<file path="config.mk">
export PLATFORM = sky130hd
export DESIGN_NAME = tinyml_cmd_router_flat
export DESIGN_NICKNAME = d
export VERILOG_FILES = /design/src/rtl/tinyml_cmd_router_pkg.sv /design/src/rtl/tinyml_cmd_router_if.sv /design/src/rtl/tinyml_order_fifo.sv /design/src/rtl/tinyml_cmd_router.sv /design/src/flat_wrapper.sv
export SDC_FILE = /design/constraint.sdc
export NUM_CORES = 1
export LEC_CHECK = 0
export CAP_MARGIN = 20
export CORE_AREA = 2 2 130 132
export DETAILED_ROUTE_END_ITERATION = 8
export DIE_AREA = 0 0 132 134
export GPL_TIMING_DRIVEN = 0
export HOLD_SLACK_MARGIN = 0.15
export PLACE_DENSITY_LB_ADDON = 0.12
export REMOVE_ABC_BUFFERS = 1
export SYNTH_ARGS = -nofsm -noshare
export SYNTH_HDL_FRONTEND = slang
export SYNTH_SLANG_ARGS = --single-unit
</file>
<file path="constraint.sdc">
create_clock -name clk -period 4.35 [get_ports clk]
set_input_delay 0.435 -clock clk [delete_from_list [all_inputs] [get_ports clk]]
set_output_delay 0.435 -clock clk [all_outputs]
set_load 0.05 [all_outputs]
</file>
<file path="src/rtl/tinyml_cmd_router_pkg.sv">
`default_nettype none
//==============================================================================
// Module : tinyml_cmd_router_pkg
// Brief  : Shared target encoding, field positions and widths for the router.
// Rev    : 1.0
//==============================================================================
package tinyml_cmd_router_pkg;

  typedef enum logic {
    TGT_ACC = 1'b0,
    TGT_USR = 1'b1
  } tgt_e;

  localparam int FID_SEL_BIT         = 9;
  localparam int c_FID_W             = 10;
  localparam int c_DATA_W            = 32;
  localparam int c_ORD_DEPTH_DEFAULT = 4;

  function automatic tgt_e fid_target(input logic [c_FID_W-1:0] fid);
    return tgt_e'(fid[FID_SEL_BIT]);
  endfunction

endpackage
`default_nettype wire

</file>
<file path="src/rtl/tinyml_cmd_router_if.sv">
`default_nettype none
//==============================================================================
// Module : tinyml_cmd_router_if
// Brief  : One command/response channel; master issues commands, slave answers.
// Rev    : 1.0
//==============================================================================
interface tinyml_cmd_router_if;
  import tinyml_cmd_router_pkg::*;

  logic                cmd_valid;
  logic                cmd_ready;
  logic [c_FID_W-1:0]  cmd_function_id;
  logic [c_DATA_W-1:0] cmd_inputs_0;
  logic [c_DATA_W-1:0] cmd_inputs_1;
  logic                rsp_valid;
  logic                rsp_ready;
  logic [c_DATA_W-1:0] rsp_outputs_0;

  modport master (
    output cmd_valid, cmd_function_id, cmd_inputs_0, cmd_inputs_1, rsp_ready,
    input  cmd_ready, rsp_valid, rsp_outputs_0
  );

  modport slave (
    input  cmd_valid, cmd_function_id, cmd_inputs_0, cmd_inputs_1, rsp_ready,
    output cmd_ready, rsp_valid, rsp_outputs_0
  );

endinterface
`default_nettype wire

</file>
<file path="src/rtl/tinyml_order_fifo.sv">
`default_nettype none
//==============================================================================
// Module : tinyml_order_fifo
// Brief  : 1-bit target-order FIFO remembering which target owns each command.
// Rev    : 1.0
//==============================================================================
module tinyml_order_fifo
  import tinyml_cmd_router_pkg::*;
#(
  parameter int ORD_DEPTH = c_ORD_DEPTH_DEFAULT
) (
  input  wire logic                       clk,
  input  wire logic                       reset,
  input  wire logic                       i_push,
  input  wire tgt_e                       i_push_tgt,
  input  wire logic                       i_pop,
  output tgt_e                            o_head,
  output logic                            o_full,
  output logic                            o_empty,
  output logic [$clog2(ORD_DEPTH):0]      o_count
);

  localparam int c_PTR_W = $clog2(ORD_DEPTH);

  tgt_e               r_mem [ORD_DEPTH];
  logic [c_PTR_W-1:0] r_wr_ptr;
  logic [c_PTR_W-1:0] r_rd_ptr;
  logic [c_PTR_W:0]   r_count;
  logic               w_push;
  logic               w_pop;

  // Guarded so a misbehaving caller can never over- or under-run the count.
  assign w_push = i_push & ~o_full;
  assign w_pop  = i_pop & ~o_empty;

  always_ff @(posedge clk) begin
    if (reset) begin
      r_wr_ptr <= '0;
      r_rd_ptr <= '0;
      r_count  <= '0;
    end else begin
      if (w_push) r_wr_ptr <= r_wr_ptr + 1'b1;
      if (w_pop)  r_rd_ptr <= r_rd_ptr + 1'b1;
      if (w_push && !w_pop)      r_count <= r_count + 1'b1;
      else if (w_pop && !w_push) r_count <= r_count - 1'b1;
    end
  end

  always_ff @(posedge clk) begin
    if (w_push) r_mem[r_wr_ptr] <= i_push_tgt;
  end

  assign o_head  = r_mem[r_rd_ptr];
  assign o_full  = (r_count == (c_PTR_W+1)'(ORD_DEPTH));
  assign o_empty = (r_count == '0);
  assign o_count = r_count;

endmodule
`default_nettype wire

</file>
<file path="src/rtl/tinyml_cmd_router.sv">
`default_nettype none
//==============================================================================
// Module : tinyml_cmd_router
// Brief  : Routes CPU commands to accel/user targets, returns responses in order.
// Rev    : 1.0
//==============================================================================
module tinyml_cmd_router
  import tinyml_cmd_router_pkg::*;
#(
  parameter int ORD_DEPTH = c_ORD_DEPTH_DEFAULT
) (
  input  wire logic                  clk,
  input  wire logic                  reset,
  tinyml_cmd_router_if.slave         cpu,
  tinyml_cmd_router_if.master        acc,
  tinyml_cmd_router_if.master        usr,
  output logic [$clog2(ORD_DEPTH):0] outstanding
);

  tgt_e                w_sel;
  tgt_e                w_head;
  logic                w_full;
  logic                w_empty;
  logic                w_push;
  logic                w_pop;
  logic                w_out_free;
  logic [c_DATA_W-1:0] w_rsp_data;
  logic                r_rsp_valid;
  logic [c_DATA_W-1:0] r_rsp_data;

  assign w_sel = fid_target(cpu.cmd_function_id);

  assign acc.cmd_valid       = cpu.cmd_valid & (w_sel == TGT_ACC) & ~w_full;
  assign usr.cmd_valid       = cpu.cmd_valid & (w_sel == TGT_USR) & ~w_full;
  assign acc.cmd_function_id = cpu.cmd_function_id;
  assign acc.cmd_inputs_0    = cpu.cmd_inputs_0;
  assign acc.cmd_inputs_1    = cpu.cmd_inputs_1;
  assign usr.cmd_function_id = cpu.cmd_function_id;
  assign usr.cmd_inputs_0    = cpu.cmd_inputs_0;
  assign usr.cmd_inputs_1    = cpu.cmd_inputs_1;

  // Full blocks acceptance even when a pop frees a slot this same cycle.
  assign cpu.cmd_ready = ~w_full & ((w_sel == TGT_USR) ? usr.cmd_ready : acc.cmd_ready);
  assign w_push        = cpu.cmd_valid & cpu.cmd_ready;

  // Only the target at the FIFO head may deliver, keeping issue order.
  assign w_out_free    = ~r_rsp_valid | cpu.rsp_ready;
  assign acc.rsp_ready = ~w_empty & (w_head == TGT_ACC) & w_out_free;
  assign usr.rsp_ready = ~w_empty & (w_head == TGT_USR) & w_out_free;
  assign w_pop         = (acc.rsp_valid & acc.rsp_ready) | (usr.rsp_valid & usr.rsp_ready);
  assign w_rsp_data    = (w_head == TGT_USR) ? usr.rsp_outputs_0 : acc.rsp_outputs_0;

  tinyml_order_fifo #(
    .ORD_DEPTH (ORD_DEPTH)
  ) u_order_fifo (
    .clk        (clk),
    .reset      (reset),
    .i_push     (w_push),
    .i_push_tgt (w_sel),
    .i_pop      (w_pop),
    .o_head     (w_head),
    .o_full     (w_full),
    .o_empty    (w_empty),
    .o_count    (outstanding)
  );

  always_ff @(posedge clk) begin
    if (reset) begin
      r_rsp_valid <= 1'b0;
      r_rsp_data  <= '0;
    end else if (w_pop) begin
      r_rsp_valid <= 1'b1;
      r_rsp_data  <= w_rsp_data;
    end else if (cpu.rsp_ready) begin
      r_rsp_valid <= 1'b0;
    end
  end

  assign cpu.rsp_valid     = r_rsp_valid;
  assign cpu.rsp_outputs_0 = r_rsp_data;

endmodule
`default_nettype wire
</file>
<file path="src/flat_wrapper.sv">
// flat-port wrapper written by rule: the top's interface ports become plain ports
module tinyml_cmd_router_flat import tinyml_cmd_router_pkg::*;
#(
  parameter int ORD_DEPTH = c_ORD_DEPTH_DEFAULT
)
  (clk, reset, outstanding, cpu_cmd_valid, cpu_cmd_function_id, cpu_cmd_inputs_0, cpu_cmd_inputs_1, cpu_rsp_ready, cpu_cmd_ready, cpu_rsp_valid, cpu_rsp_outputs_0, acc_cmd_valid, acc_cmd_function_id, acc_cmd_inputs_0, acc_cmd_inputs_1, acc_rsp_ready, acc_cmd_ready, acc_rsp_valid, acc_rsp_outputs_0, usr_cmd_valid, usr_cmd_function_id, usr_cmd_inputs_0, usr_cmd_inputs_1, usr_rsp_ready, usr_cmd_ready, usr_rsp_valid, usr_rsp_outputs_0);
  tinyml_cmd_router_if cpu_i ();
  tinyml_cmd_router_if acc_i ();
  tinyml_cmd_router_if usr_i ();
  input  wire logic clk;
  input  wire logic reset;
  output logic [$clog2(ORD_DEPTH):0] outstanding;
  input wire logic [$bits(cpu_i.cmd_valid)-1:0] cpu_cmd_valid;
  input wire logic [$bits(cpu_i.cmd_function_id)-1:0] cpu_cmd_function_id;
  input wire logic [$bits(cpu_i.cmd_inputs_0)-1:0] cpu_cmd_inputs_0;
  input wire logic [$bits(cpu_i.cmd_inputs_1)-1:0] cpu_cmd_inputs_1;
  input wire logic [$bits(cpu_i.rsp_ready)-1:0] cpu_rsp_ready;
  output wire logic [$bits(cpu_i.cmd_ready)-1:0] cpu_cmd_ready;
  output wire logic [$bits(cpu_i.rsp_valid)-1:0] cpu_rsp_valid;
  output wire logic [$bits(cpu_i.rsp_outputs_0)-1:0] cpu_rsp_outputs_0;
  output wire logic [$bits(acc_i.cmd_valid)-1:0] acc_cmd_valid;
  output wire logic [$bits(acc_i.cmd_function_id)-1:0] acc_cmd_function_id;
  output wire logic [$bits(acc_i.cmd_inputs_0)-1:0] acc_cmd_inputs_0;
  output wire logic [$bits(acc_i.cmd_inputs_1)-1:0] acc_cmd_inputs_1;
  output wire logic [$bits(acc_i.rsp_ready)-1:0] acc_rsp_ready;
  input wire logic [$bits(acc_i.cmd_ready)-1:0] acc_cmd_ready;
  input wire logic [$bits(acc_i.rsp_valid)-1:0] acc_rsp_valid;
  input wire logic [$bits(acc_i.rsp_outputs_0)-1:0] acc_rsp_outputs_0;
  output wire logic [$bits(usr_i.cmd_valid)-1:0] usr_cmd_valid;
  output wire logic [$bits(usr_i.cmd_function_id)-1:0] usr_cmd_function_id;
  output wire logic [$bits(usr_i.cmd_inputs_0)-1:0] usr_cmd_inputs_0;
  output wire logic [$bits(usr_i.cmd_inputs_1)-1:0] usr_cmd_inputs_1;
  output wire logic [$bits(usr_i.rsp_ready)-1:0] usr_rsp_ready;
  input wire logic [$bits(usr_i.cmd_ready)-1:0] usr_cmd_ready;
  input wire logic [$bits(usr_i.rsp_valid)-1:0] usr_rsp_valid;
  input wire logic [$bits(usr_i.rsp_outputs_0)-1:0] usr_rsp_outputs_0;
  assign cpu_i.cmd_valid = cpu_cmd_valid;
  assign cpu_i.cmd_function_id = cpu_cmd_function_id;
  assign cpu_i.cmd_inputs_0 = cpu_cmd_inputs_0;
  assign cpu_i.cmd_inputs_1 = cpu_cmd_inputs_1;
  assign cpu_i.rsp_ready = cpu_rsp_ready;
  assign cpu_cmd_ready = cpu_i.cmd_ready;
  assign cpu_rsp_valid = cpu_i.rsp_valid;
  assign cpu_rsp_outputs_0 = cpu_i.rsp_outputs_0;
  assign acc_cmd_valid = acc_i.cmd_valid;
  assign acc_cmd_function_id = acc_i.cmd_function_id;
  assign acc_cmd_inputs_0 = acc_i.cmd_inputs_0;
  assign acc_cmd_inputs_1 = acc_i.cmd_inputs_1;
  assign acc_rsp_ready = acc_i.rsp_ready;
  assign acc_i.cmd_ready = acc_cmd_ready;
  assign acc_i.rsp_valid = acc_rsp_valid;
  assign acc_i.rsp_outputs_0 = acc_rsp_outputs_0;
  assign usr_cmd_valid = usr_i.cmd_valid;
  assign usr_cmd_function_id = usr_i.cmd_function_id;
  assign usr_cmd_inputs_0 = usr_i.cmd_inputs_0;
  assign usr_cmd_inputs_1 = usr_i.cmd_inputs_1;
  assign usr_rsp_ready = usr_i.rsp_ready;
  assign usr_i.cmd_ready = usr_cmd_ready;
  assign usr_i.rsp_valid = usr_rsp_valid;
  assign usr_i.rsp_outputs_0 = usr_rsp_outputs_0;
  tinyml_cmd_router #(.ORD_DEPTH(ORD_DEPTH)) u_core (.clk(clk), .reset(reset), .cpu(cpu_i), .acc(acc_i), .usr(usr_i), .outstanding(outstanding));
endmodule
</file>
==> reports/results.txt <==
Headroom to the max-slew limit came out at 49.4%. The clock tree synthesis step divided the H-tree into 2 levels. After clock tree synthesis, the repair step resized 0 gates. Largest family of logic cells by synthesized area: buffers and inverters. The logs give 47 for the floorplan row count and 1.27 mW for the switching power summed over all nets.

After synthesis the netlist holds a flip-flop and latch count of 46. The logs give 21.1 mm for the half-perimeter wire length after detailed placement and 0 for the final setup violation count. The number of maximum-capacitance constraint violations came out at 0. The die covers 17700 µm².

The cell count after placement was 566; the cell depth of the worst hold path was 2. The critical path goes through mux4_2 > buf_12 > mux2i_2 > nor2_4 > inv_1 > ha_1 > inv_1 > fa_1 > xor2_1 > or3_1 > a21oi_1. For the number of buffers inserted by hold repair at cts, the log shows 0. The per-instance average area after synthesis was 9.03 µm².

The kind of capture point of the worst setup path is a flop. Of the total synthesized cell area, the portion taken by full adders, half adders and majority gates is 2.30%. The TritonCTS buffer count was 5. Dividing the detail-routed via count by the number of cells gives 4.81. Worst reg-to-reg path cell count: 11.

Based on the critical path, the design can be clocked at up to 300 MHz. Count of mapped cells out of synthesis: 398. For the pin with the worst max-slew slack, the measured transition is 0.760 ns. The run gives 2 as the maximum count of clock buffers along a single path.

Power spread over the standard cell area amounts to 659 nW/µm². Sorting the synthesized cells by area gives the leading types as buf_4 31%, dfxtp_1 23%, o211a_1 8.9%. The count of nets left with antenna violations once routing finished came out at 0.

TritonCTS built the clock tree. Dividing the detail-routed wire length by the instance count gives 42.8 µm. The most frequent standard cell in the layout excluding fill and tap cells was clkdlybuf4s50_1. The routed layout has 2787 vias. The minimum hold slack is 0.498 ns, and the final estimated routing congestion in global placement is 0.773. The endpoint of the worst-slack reg-to-reg timing path was u_core.u_order_fifo.o_count[2]. The slowest stage of the critical path belongs to the cell mux4_2. Clock-pin slew on the worst setup and hold paths: 0.07 ns.

By instance count, the cell type seen most on the critical path is inv_1. After global routing the overflow that remains totals 0. The fraction of met3 tracks used by global routing is 32.1%, and the total global routing track utilization is 27.4%. The largest driver fanout on the critical path is 39. Setup repair after global routing left no endpoint under its margin. The parity-gate share of the synthesized area counting xor and xnor cells was 0.731%; the number of global-route vias before repair was 2731.

For this run, the slowest stage of the critical path takes 0.78 ns. The share of the synthesized area in the top cell type came out at 30.9%. The utilization after layout is 25.1%, and the number of antenna violations at the first check in global routing is 9. The synthesized netlist devotes 14.7% of its cell area to compound gates. The number of max-slew violations in the final report was 0; the post-synthesis simple-gate area fraction was 17.9%. For the critical path data required time, the log shows 4.58 ns. The Yosys step of the flow raised 0 warnings.

The core region is 16300 µm². After detailed routing, the number of remaining DRC violations is 0. From left edge to right edge, the die measures 132 µm. The logs give 40 for the maximum number of pins on one net before global-route repair and 22.1% for the starting utilization of the core area.

The run finished with clean final reports. The startpoint identified for the worst hold timing path is u_core.u_order_fifo.r_rd_ptr[1]. The worst-case IR drop observed on VDD is 0.000396 V. The synthesized netlist contains 33 unique library cells.

335 I/O pins were placed. Across all register-to-register paths, the minimum setup slack is 1.02 ns. Summed over all failing endpoints, the final setup total negative slack is 0 ns.

The worst hold path terminates at u_core.u_order_fifo.r_rd_ptr[1]. The final layout contains routed wiring with a total length of 24.8 mm. The library cells used most frequently in the layout, excluding fill and tap cells, are 115 x clkdlybuf4s50_1, 42 x dfxtp_1, 33 x and3b_1, 32 x nor3b_1, 32 x o211a_1. After the first detailed-routing iteration, the DRC count stood at 142.

For the static leakage, the log shows 1.84 nW. The final count of hold timing violations was 0. The largest total area in the synthesized netlist belongs to buf_4. The finished layout cell area was 4090 µm². Multiplexer cells account for 2.47% of the synthesized area. Global routing consumed, on the met2 layer, 41.3% of the routing resources. The reg-to-reg critical path startpoint is u_core.u_order_fifo.r_mem[0]. The design draws 2.70 mW. The layout overhead on the synthesized area is 13.8%.

Of the cells placed in the final design, the portion with a size suffix greater than 1 is 5.08%. The internal power summed over all cells is 1.42 mW. Layout net count: 505.

The combinational share of power was 57.9%. Summing every instance area after synthesis gives 3590 µm². After global routing, the most crowded layer is met2. The die is 134 µm tall.

Timing analysis after detailed placement gives a worst setup slack of 0.939 ns. The critical path class was reg2reg. The clock sink count was 46; the least setup slack across all paths after layout was 1.02 ns. In the global route stage, met1 resource usage came out at 20.7%. The run gives 4 as the first-pass detailed-route iteration total.

Clock network power share: 16.8%. In this run the clock root is driven by a clkbuf_16. Kind of cell adding the most delay to the critical path: multiplexers. Together, buffers and inverters on the worst path number 3.

After layout, the minimum clock period comes to 3.33 ns. Of the available clock period, the critical path in the final layout requires 76.6%. The path class of the lowest-slack min-delay path is reg2reg. Once the clock tree was built, the setup fixing pass inserted 0 buffers. Leaving out filler cells and counting taps, the final layout contains 579. Sequential cells burn 25.2% of the power.

After synthesis, flip-flops and latches occupy 26.7% of the total area. Buffers placed on the I/O ports in this run total 115. The first-pass GRT wire length came out at 31.1 mm. The worst-case clock skew is 0.0109 ns. Net switching is 47.2% of the power.

The critical path data arrival time is 3.56 ns. STA classifies the critical path startpoint as a flop. Once placement finished, the instance area stood at 3920 µm². The later pin in the worst-skew pair is clocked with a latency of 0.30 ns.
-- layer usage --
layer,part of all wire [%],up-vias
li1,-,1136
met1,27,1219
met2,42,376
met3,24,44
met4,5.1,12
met5,0.91,-
-- flip-flops by register name (all words and copies together), names as in the netlist, named ones only --
register and count:
u_core.cpu.rsp_outputs_0 32, u_core.u_order_fifo.o_count 3, u_core.cpu.rsp_valid 1, u_core.u_order_fifo.r_rd_ptr 2, u_core.u_order_fifo.r_wr_ptr 2, u_core.u_order_fifo.r_mem 4
-- worst max-delay path by stage --
stage,startpoint,to,slack [ns],cells after the start
after floorplan,flop,u_core.u_order_fifo.o_count[2],1.04,10
after global placement,acc_rsp_valid,u_core.u_order_fifo.o_count[2],-0.47,10
after detailed placement,acc_rsp_valid,u_core.u_order_fifo.o_count[2],0.94,11
after CTS,u_core.u_order_fifo.r_mem[0],u_core.u_order_fifo.o_count[2],0.97,11
after global routing,flop,u_core.u_order_fifo.o_count[2],0.76,11
final,u_core.u_order_fifo.r_mem[0],u_core.u_order_fifo.o_count[2],1.02,11
-- power groups by stage --
stage	combinational [mW]	clock (mW)	sequential (mW)
floorplan	0.496	0	1.12
global placement	1.51	0	0.687
detailed placement	1.58	0	0.688
CTS	1.58	0.472	0.681
global route	1.66	0.486	0.702
finish	1.56	0.454	0.681
-- cells by family (layout without fill, tap and decap cells) --
group / Yosys count / count (layout)
adders and majority gates: 6 / 6
muxes: 7 / 7
and+or+nand+nor: 86 / 86
xor gates and xnor gates: 3 / 3
buffers and inverters: 178 / 134
other: 0 / 5
DFF: 46 / 46
AOI/OAI and AO/OA: 72 / 72
-- Yosys cell counts (all sizes together) --
master / number
dfxtp: 42
nor3b: 32
ha: 5
o31a: 1
nor2b: 1
o21ai: 33
fa: 1
or4: 1
xor2: 2
o31ai: 2
mux2: 2
or3b: 1
a21oi: 4
and3b: 33
buf: 156
xnor2: 1
nand2: 1
clkbuf: 16
edfxtp: 4
mux4: 1
and2: 5
o211a: 32
nand2b: 1
nor2: 9
mux2i: 4
and3: 1
or3: 1
inv: 6
-- area by class of cell --
cell class	count	area, µm²
fillers	1750	12200
well taps	220	275
diodes	5	12.5
inverters	6	22.5
repair buffers	120	1280
clock inverters	1	30.0
clock buffers	7	133
multi-input cells	174	1380
flip-flops and latches	46	961
-- worst min-delay path: cells and delay by family, from the launching register on --
kind	cells	cell delay, ns
DFF	1	0.31
AOI/OAI and AO/OA	2	0.13
Power figures use the tool's default switching activity.
==> RTL change (config.mk and constraints unchanged) <==
`c_FID_W`: 10 -> 11.
--- a/src/rtl/tinyml_cmd_router_pkg.sv
+++ b/src/rtl/tinyml_cmd_router_pkg.sv
@@ -12,7 +12,7 @@
   } tgt_e;
 
   localparam int FID_SEL_BIT         = 9;
-  localparam int c_FID_W             = 10;
+  localparam int c_FID_W             = 11;
   localparam int c_DATA_W            = 32;
   localparam int c_ORD_DEPTH_DEFAULT = 4;
 
Ports: changed (resized acc_cmd_function_id, cpu_cmd_function_id and usr_cmd_function_id); port bits go from 335 to 338. No check against the original RTL was run, so the function may have changed too.
==> RTL change against the original RTL <==
  * Largest cell class unchanged
  * Maximum frequency decreased by 0.11%
  * Largest power group unchanged
  * Worst setup slack lost 0.0037 ns
  * Routed wire length rose by 0.92%
  * Synthesized area grew 0.42%
  * Sequential power hardly changed
  * Design area down 0.76%
  * Sequential cell count unchanged
  * Total power is 2.4% lower
==> RTL change: results (changes against the original RTL) <==
- Post CTS Setup Buffer Count: 0 (unchanged)
- Synth Flop Type: dfxtp_1 (unchanged)
- First-pass DRT Iterations: 4 (unchanged)
- Setup CP Type: reg2reg (unchanged)
- Multi-input logic area: 0.00138 sq mm (unchanged)
- Fillers: 1771 (was 1750)
- Flop-to-flop setup slack: 1.01 ns (was 1.02 ns)
- CTS Buf Count: 5 (unchanged)
- Hold WS: 0.489 ns (was 0.498 ns)
- Worst-path clk slew: 0.06 ns
- CP arrival: 3.56 ns (about the same)
- Status: completed (unchanged)
- Met3 wire length: 6140 um (was 5990 um)
- GRT Resource Usage Total: 27.6% (was 27.4%)
- Met2 Use GR: 43.3% (was 41.3%)
- Clk buf depth: 2 (unchanged)
- Number of flip-flops in the largest register: 32 (unchanged)
- Vias in the first global route: 2774 (was 2731)
- Family with the most delay on the worst path: multiplexers (unchanged)
- Placed instance area: 0.00392 sq mm (unchanged)
- Met3 global-route usage: 32.5% (was 32.1%)
- First-pass GRT wire length: 31600 um (was 31100 um)
- Worst IR Drop VDD: 0.000429 V (was 0.000396 V)
- Via count: 2726 (was 2787)
- Post-Route Setup TNS: 0 ns (unchanged)
- Non-Filler Instances: 576 (was 579)
- Skew final: 0.00910 ns (was 0.0109 ns)
- Final wirelength: 25000 um (was 24800 um)
- Total routed wire length on the met1 layer: 6880 um (was 6790 um)
- Fmax: 300 MHz (about the same)
- Initial antenna violation count: 6 (was 9)
- Hold WC Path Type: reg2reg (unchanged)
- Largest net degree at the start of global routing: 40 (unchanged)
- Pwr Total: 2630 uW (was 2700 uW)
- GPL Wtd Cong: 0.777 (was 0.773)
- DP Cell Count: 566 (unchanged)
- Per-instance average area after synthesis: 9.02 sq um (was 9.03 sq um)
- Root buffer cell: clkbuf_16 (unchanged)
- Yosys warns: 0 (unchanged)
- DP HPWL: 21500 um (was 21100 um)
- First DRT Iteration DRCs: 106 (was 142)
- Worst hold start: u_core.u_order_fifo.r_rd_ptr[1]$_SDFFE_PP0P_ (unchanged)
- Synth top area cells: buf_4 (31%), dfxtp_1 (23%), o211a_1 (8.9%), and3b_1 (8.0%), nor3b_1 (6.7%) (unchanged)
- Met2 wire len: 11000 um (was 10500 um)
- Share of cells above drive strength 1: 5.37% (was 5.08%)
- Dpl ws: 0.944 ns (was 0.939 ns)
- Number of synthesized flops with an enable pin: 4 (unchanged)
- List of most frequent post-synthesis cells: buf_4 (150), dfxtp_1 (42), and3b_1 (33) (was buf_4 (148), dfxtp_1 (42), and3b_1 (33))
- CP peak stage delay: 0.77 ns
- Sequential area share after synthesis: 26.6% (was 26.7%)
- GR met1 Demand/Resource: 20.7% (about the same)
- Worst Max-Slew Pin Slew: 0.772 ns (was 0.760 ns)
- Net count, final: 506 (was 505)
- # port buffers: 115 (unchanged)
- Leakage: 0.00183 uW (was 0.00184 uW)
[RTL change: cell types whose count changed in the layout (fill, tap and decap cells not counted)]
cell,unedited run,this run
diode_2,5,2
clkbuf_1,2,1
bufinv_16,1,0
clkinv_2,0,2
[RTL change: kinds of logic (layout without fill, tap and decap cells)]
group,count (synthesis),count (layout),share of synthesized area [%]
other,0,2,0
muxes,7,7,2.46
buffers and inverters,180,134,35.5
AOI/OAI and AO/OA,72,72,14.7
adders and majority gates,6,6,2.29
and+or+nand+nor,86,86,17.8
DFF,46,46,26.6
xor gates and xnor gates,3,3,0.728
[RTL change: layout make-up]
class | count | area share (%)
Antenna cell | 2 | 0.123
Clock buffer | 6 | 3.18
Clock inverter | 2 | 0.247
Inverter | 6 | 0.555
Multi-Input combinational cell | 174 | 33.9
Sequential cell | 46 | 23.7
Tap cell | 220 | 6.78
Timing Repair Buffer | 120 | 31.6
[RTL change: power by group]
group	internal (uW)	switching, uW
clock	212	172
sequential	578	103
combinational	573	994
